[src/rtl/draw_bg_layers.sv]
// draw_bg_layers: background generator placed between vga_timing and the
// sprite/mouse stages. N_RECT programmable rectangles over a flat colour,
// plus screen-edge marker lines. Two-clock pipeline, one pixel per clock.
// The rectangle table is written into a shadow copy and moved to the active
// copy on the rising edge of vblank, so a frame never mixes old and new data.
// Optional feature: define DRAW_BG_BLINK_EN for per-rectangle blinking
// driven by a 6-bit commit counter (32 frames shown, 32 hidden).
module draw_bg_layers #(
  parameter int          N_RECT     = 4,
  parameter int          HOR_PIXELS = 1024,
  parameter int          VER_PIXELS = 768,
  parameter logic [11:0] BG_COLOR   = 12'h000,
  parameter bit          EDGE_EN    = 1'b1,
  localparam int         IW         = (N_RECT > 1) ? $clog2(N_RECT) : 1
) (
  input  logic          clk65MHz,
  input  logic          rst,
  input  logic [10:0]   in_hcount,
  input  logic [10:0]   in_vcount,
  input  logic          in_hsync,
  input  logic          in_hblnk,
  input  logic          in_vsync,
  input  logic          in_vblnk,
  input  logic          cfg_valid,
  output logic          cfg_ready,
  input  logic [IW-1:0] cfg_idx,
  input  logic [10:0]   cfg_x0,
  input  logic [10:0]   cfg_y0,
  input  logic [10:0]   cfg_x1,
  input  logic [10:0]   cfg_y1,
  input  logic [11:0]   cfg_rgb,
  input  logic          cfg_en,
  input  logic          cfg_blink,
  output logic [10:0]   out_hcount,
  output logic [10:0]   out_vcount,
  output logic          out_hsync,
  output logic          out_hblnk,
  output logic          out_vsync,
  output logic          out_vblnk,
  output logic [11:0]   out_rgb
);

  typedef struct packed {
    logic [10:0] x0;
    logic [10:0] y0;
    logic [10:0] x1;
    logic [10:0] y1;
    logic [11:0] rgb;
    logic        en;
`ifdef DRAW_BG_BLINK_EN
    logic        blink;
`endif
  } rect_t;

  typedef struct packed {
    logic [10:0] hcount;
    logic [10:0] vcount;
    logic        hsync;
    logic        hblnk;
    logic        vsync;
    logic        vblnk;
  } timing_t;

  rect_t             shadow_q [N_RECT];
  rect_t             shadow_d [N_RECT];
  rect_t             active_q [N_RECT];
  rect_t             active_d [N_RECT];
  rect_t             wr_entry;
  logic              vblnk_prev_q;
  logic              commit;
  logic              accept;
  timing_t           tim1_q, tim1_d;
  timing_t           tim2_q, tim2_d;
  logic [N_RECT-1:0] hit1_q, hit1_d;
  logic [11:0]       rgb_q, rgb_d;
  logic [11:0]       rect_rgb;

`ifdef DRAW_BG_BLINK_EN
  logic [5:0]        frame_q, frame_d;
`else
  logic              unused_blink;
  assign unused_blink = cfg_blink;
`endif

  // Commit fires in the cycle in_vblnk rises; config is stalled for that cycle
  // so a table copy and a shadow write never coincide.
  assign commit    = in_vblnk & ~vblnk_prev_q;
  assign cfg_ready = ~rst & ~commit;
  assign accept    = cfg_valid & cfg_ready;

  // Shadow takes handshaken writes; active copies the whole shadow on commit.
  always_comb begin
    wr_entry.x0    = cfg_x0;
    wr_entry.y0    = cfg_y0;
    wr_entry.x1    = cfg_x1;
    wr_entry.y1    = cfg_y1;
    wr_entry.rgb   = cfg_rgb;
    wr_entry.en    = cfg_en;
`ifdef DRAW_BG_BLINK_EN
    wr_entry.blink = cfg_blink;
    frame_d        = commit ? frame_q + 6'd1 : frame_q;
`endif
    shadow_d = shadow_q;
    active_d = active_q;
    if (commit) active_d = shadow_q;
    for (int i = 0; i < N_RECT; i++) begin
      // Indices at or above N_RECT match no entry and are dropped silently.
      if (accept && (cfg_idx == IW'(i))) shadow_d[i] = wr_entry;
    end
  end

  // Table and commit-detect registers.
  always_ff @(posedge clk65MHz) begin
    if (rst) begin
      vblnk_prev_q <= 1'b0;
      for (int i = 0; i < N_RECT; i++) begin
        shadow_q[i] <= '0;
        active_q[i] <= '0;
      end
`ifdef DRAW_BG_BLINK_EN
      frame_q <= '0;
`endif
    end else begin
      vblnk_prev_q <= in_vblnk;
      shadow_q     <= shadow_d;
      active_q     <= active_d;
`ifdef DRAW_BG_BLINK_EN
      frame_q      <= frame_d;
`endif
    end
  end

  // Stage 1: per-rectangle hit test against the active table.
  always_comb begin
    tim1_d = '{in_hcount, in_vcount, in_hsync, in_hblnk, in_vsync, in_vblnk};
    hit1_d = '0;
    for (int i = 0; i < N_RECT; i++) begin
      // Empty or inverted rectangles fail one of the half-open compares.
      hit1_d[i] = active_q[i].en
                  && (in_hcount >= active_q[i].x0) && (in_hcount < active_q[i].x1)
                  && (in_vcount >= active_q[i].y0) && (in_vcount < active_q[i].y1);
`ifdef DRAW_BG_BLINK_EN
      if (active_q[i].blink && frame_q[5]) hit1_d[i] = 1'b0;
`endif
    end
  end

  // Stage 2: colour priority blank > edge lines > lowest-index rect > BG.
  // active_q may be replaced on the same edge only while stage 1 holds a
  // vblank pixel, so reading rgb here cannot mix two tables.
  always_comb begin
    tim2_d   = tim1_q;
    rect_rgb = BG_COLOR;
    for (int i = N_RECT - 1; i >= 0; i--) begin
      if (hit1_q[i]) rect_rgb = active_q[i].rgb;
    end
    if (tim1_q.hblnk || tim1_q.vblnk)
      rgb_d = 12'h000;
    else if (EDGE_EN && (tim1_q.vcount == 11'd0))
      rgb_d = 12'hff0;
    else if (EDGE_EN && (tim1_q.vcount == 11'(VER_PIXELS - 1)))
      rgb_d = 12'hf00;
    else if (EDGE_EN && (tim1_q.hcount == 11'd0))
      rgb_d = 12'h0f0;
    else if (EDGE_EN && (tim1_q.hcount == 11'(HOR_PIXELS - 1)))
      rgb_d = 12'h00f;
    else
      rgb_d = rect_rgb;
  end

  // Pipeline registers for both stages.
  always_ff @(posedge clk65MHz) begin
    if (rst) begin
      tim1_q <= '0;
      hit1_q <= '0;
      tim2_q <= '0;
      rgb_q  <= '0;
    end else begin
      tim1_q <= tim1_d;
      hit1_q <= hit1_d;
      tim2_q <= tim2_d;
      rgb_q  <= rgb_d;
    end
  end

  assign out_hcount = tim2_q.hcount;
  assign out_vcount = tim2_q.vcount;
  assign out_hsync  = tim2_q.hsync;
  assign out_hblnk  = tim2_q.hblnk;
  assign out_vsync  = tim2_q.vsync;
  assign out_vblnk  = tim2_q.vblnk;
  assign out_rgb    = rgb_q;

endmodule
[config.mk]
export PLATFORM = sky130hd
export DESIGN_NAME = draw_bg_layers
export DESIGN_NICKNAME = d
export VERILOG_FILES = /design/src/rtl/draw_bg_layers.sv
export SDC_FILE = /design/constraint.sdc
export NUM_CORES = 1
export LEC_CHECK = 0
export ABC_CLOCK_PERIOD_IN_PS = 6750
export CORE_MARGIN = 5
export CORE_UTILIZATION = 50
export CTS_CLUSTER_DIAMETER = 120
export CTS_CLUSTER_SIZE = 8
export DETAILED_ROUTE_END_ITERATION = 12
export GPL_ROUTABILITY_DRIVEN = 0
export PLACE_DENSITY = 0.72
export SYNTH_ARGS = -nofsm -noshare
export SYNTH_HDL_FRONTEND = slang
export SYNTH_SLANG_ARGS = --single-unit
[constraint.sdc]
create_clock -name clk65MHz -period 6.75 [get_ports clk65MHz]
set_input_delay 2.025 -clock clk65MHz [delete_from_list [all_inputs] [get_ports clk65MHz]]
set_output_delay 2.025 -clock clk65MHz [all_outputs]
set_load 0.02 [all_outputs]
# Yosys cells after proc, flatten, opt, wreduce, memory -nomap -nowiden
# Cells that the tools add are included.
[op_classes]
n_reduce_logical = 26
n_mux = 8
order_cmp = 16
bitwise = 6
n_eq_ne = 5
[ops]
columns = ["operator", "n"]
rows = [
  ["two-way mux 12 bit", 8],
  ["greater-or-equal comparator 11 bit", 8],
  ["< comparator 11 bit", 8],
  ["== test 11 x 10 -> 1 bit, second input constant", 2],
  ["zero test 11 bit", 2],
  ["logical AND 1 bit", 20],
  ["OR reduction 5 bit", 1],
  ["== test 2 bit, second input constant", 2],
  ["AND 1 bit", 3],
  ["NOT 1 bit", 3],
  ["== test 2 x 1 -> 1 bit, second input constant", 1],
  ["zero test 2 bit", 1],
  ["OR reduction 2 bit", 1],
  ["logical OR 1 bit", 1],
]
[totals]
reg_bits = 524
in_bits = 89
elab_cells = 124
out_inout_bits = 39

# Logic depth before layout (Yosys ltp)
[depth]
ltp_word = 8
ltp_mapped = 8
depth_no_buf = 8

# Least setup slack after synthesis
# No wires, ideal clock.
[synth_path]
path_kind = "input port to output port"
from = "input port in_vblnk"
to = "output port cfg_ready"
cell_stages = 2
setup_slack_ps = 2350
t_arrival_ps = 2375
cell_sequence = "nor2b_2 -> nor2_4"
[synth_between]
elab_chain_cells = 3
[synth_rtl]
columns = ["element", "line_no", "rtl"]
rows = [
  ["start, declared", "23", "input logic in_vblnk,"],
  ["AND 1 bit", "87", "assign commit = in_vblnk & ~vblnk_prev_q;"],
  ["NOT 1 bit", "88", "assign cfg_ready = ~rst & ~commit;"],
  ["AND 1 bit", "88", ""],
  ["end, declared", "25", "output logic cfg_ready,"],
]
# No other way between the ends.

# Final worst setup path
# Ends and elaborated chain as after synthesis.

==> flow_summary.yaml <==
power:
  p_leak_nw: 8.63
  sw_frac_of_total_pct: 23.6
  power.internal_mw: 5.31
  p_seq_share_pct: 45.6
  combPwrFrac_pct: 6.7
  clock_power_share_pct: 47.7
  p_sw_mw: 1.64
  ir_worst_vdd_uv: 171
  pwr_density_cell_mw_per_mm2: 272
die:
  start_util_pct: 50.7
  core_area_sq_mm: 0.0433
  ioPinCount: 128
  die_w_um: 219
  rows: 76
  die_area_sq_mm: 0.0481
  die_y_um: 219
cts:
  cts.root.buffer_cell: "clkbuf_16"
  cts_buffer_depth: 3
  clkSinkCount: 524
  post_cts_buffers: 0
  clock_latency_ps: 600
  ctsResizeCount: 0
  hold_buffers: 0
  htreeDepth: 3
  cts_tree: "done"
  clk_pin_slew_ps: 50
  numCtsBuffers: 75
hold_path:
  hold_class: "register to register"
  hp-start: "shadow_q[201]"
  hold_path_depth: 2
  hold_end: "active_q[201]"
detailed_routing:
  drc: 0
  drt_iter0_drc: 1678
  wl_um: 59200
  viasPerCell: 5.43
  ant_nets: 0
  wl_per_cell_um: 17.2
  first_pass_iters: 6
  vias: 18700
worst_setup_path:
  cp_top_family: "buffers and inverters"
  slowest_delay_ps: 640
  cpMaxStageDelayCell: "clkdlybuf4s50_1"
  critical_path_class: "primary input to output port"
  path_cells: "clkdlybuf4s50_1 -> nor2b_4 -> nor2_4 -> clkdlybuf4s50_1"
  r2r_cells: 7
  cp-end-kind: "output port"
  cp.required_ps: 4720
  reg2reg_from: "tim1_q[0]"
  cp-start-kind: "primary input"
  crit_top_cell: "clkdlybuf4s50_1"
  crit_path_max_fanout: 5
  reg2reg_setup_slack_ps: 4140
  crit_arrival_ps: 3500
  timing.rr.end: "shadow_q[50]"
  cp_num_buf_inv: 2
timing:
  final_hold_viol_count: 0
  finalCritPeriodShare_pct: 81.8
  worst_slack_ps: 1230
  fmax_mhz: 181
  rsz0062_at_grt: "false"
  whs_ps: 437
  finClkSkew_ps: 19.1
  fin_crit_ps: 5520
  fin_setup_tns_ps: 0
  final-max-slew-violation-count: 0
  worst_pin_slew_ps: 1320
  relSlewSlack_pct: 12.2
  setup_violations: 0
place:
  port_buffers: 126
  place_area_sq_mm: 0.0235
  post-place-ws_ps: 1230
  hpwlAfterDp_um: 36000
logic_synthesis:
  synthDistinctLibCells: 50
  synthDominantCellAreaShare_pct: 47.8
  yosys_most_used_dff: "dfxtp_1"
  syn_inst: 2788
  synth.avg_cell_area_sq_um: 7.86
  synth_most_common_cell: "nand2_1"
  synth_area_leaders: "dfxtp_1 (48%), nand2_1 (16%), a21oi_1 (12%)"
  synth-edff-count: 0
  synthTopCellsByCount: "nand2_1 (949), a21oi_1 (531), dfxtp_1 (524)"
  synthesis.area_sq_mm: 0.0219
  synth_area_leader_cell: "dfxtp_1"
  syn-num-nets: 3045
  yosysSeqAreaShare_pct: 47.8
  synth_fa_ha_area_share_pct: 9.59
  synth.area.mux_share_pct: 0
  synth-simple-area-share_pct: 21.2
  synth_seq_cells: 524
  synth_compound_area_share_pct: 15.5
  synthXorXnorAreaFrac_pct: 0
  async_reset_ff_share_pct: 0
  synth_top_family_by_area: "simple AND/OR/NAND/NOR gates"
  ys_warn_count: 0
final_layout:
  multi_input_area_sq_mm: 0.0102
  layout-drive-gt1-share_pct: 4.17
  final_core_utilization_pct: 59.0
  seqCellArea_sq_mm: 0.0105
  fill_cells: 3828
  fin_nets: 3107
  area_growth_syn_to_layout_pct: 16.5
  fin_area_sq_mm: 0.0255
run_status:
  outcome: "finished clean"
grt:
  grt_overflow: 0
  grt_pass1_vias: 18000
  grt_pass1_wl_um: 94600
  antenna_found_initial: 3
  grt_max_degree: 229
  grtUsageTotal_pct: 24.4
flow_run:
  maxCapViolCount: 0
## area by class of cell
class / instances / area share [%]
inverters: 166 / 2.44
clock buffers: 75 / 7.35
diodes: 3 / 0.0294
clock inverters: 8 / 0.564
repair buffers: 147 / 5.67
well taps: 585 / 2.87
flip-flops and latches: 524 / 41.1
multi-input cells: 1936 / 40.0
## worst reg2reg max path, cell delays in order, from the launching register on
cell and delay, ps:
dfxtp_1 430, nor2b_4 80, nor2_4 160, nand3_1 210, nor2_4 730, buf_4 600
nand2_1 130, a21oi_1 160
## power groups by stage
stage               sequential (mW)  combinational, mW  clock (mW)
global placement               3.23              0.447           0
CTS                            3.17              0.462        3.38
detailed placement             3.23              0.459           0
finish                         3.17              0.464        3.32
global route                   3.17              0.508        3.52
floorplan                      3.23              0.243           0
## stage by stage
| stage | instances | power, mW |
|---|---|---|
| finish | 3444 | 6.95 |
| global route | 3443 | 7.20 |
| CTS | 3441 | 7.01 |
| detailed placement | 3358 | 3.69 |
| global placement | 3358 | 3.67 |
| floorplan | 2788 | 3.47 |
## cell families (layout without fill, tap and decap cells)
group | Yosys count | after routing
flip-flops | 524 | 524
AND/OR/NAND/NOR | 1131 | 1131
buffers and inverters | 328 | 396
adder cells (fa/ha/maj) | 168 | 168
other | 0 | 3
AO/OA/AOI/OAI | 637 | 637
## state kept, by name, summed over array words and instances, names as in the netlist
name        flops
shadow_q      228
out_hblnk       1
tim1_q         26
hit1_q          4
out_vblnk       1
out_rgb        12
out_hcount     11
out_vsync       1
active_q      228
out_vcount     11
out_hsync       1
## how the worst max path moves through the flow
stage | startpoint | cells past startpoint | to | slack (ps)
floorplan | in_vblnk | 2 | cfg_ready | 2350
global placement | in_vblnk | 4 | cfg_ready | 1260
detailed placement | in_vblnk | 4 | cfg_ready | 1230
CTS | in_vblnk | 4 | cfg_ready | 1220
global route | in_vblnk | 4 | cfg_ready | 1190
finish | in_vblnk | 4 | cfg_ready | 1230
## layer usage
layer | GRT usage, % | routed length [um] | up-vias
met5 | 0 | 0 | -
met4 | 9.69 | 2070 | 0
met3 | 4.11 | 4270 | 151
met2 | 40.6 | 27400 | 611
met1 | 31.8 | 25500 | 8750
li1 | - | - | 9193
## cell usage in the layout (no fill, tap or decap), types with 15 or more instances in the layout
cell and instances:
dfxtp_1 524, clkbuf_16 75, buf_4 19, clkdlybuf4s50_1 125, ha_1 168, a21o_1 19
nand4_1 15, a21oi_1 531, a211oi_1 15, nor2_1 30, inv_1 166, nor2b_1 58
o21ai_0 35, nand2_1 949
Note: power is estimated with default switching activity, not from simulation.
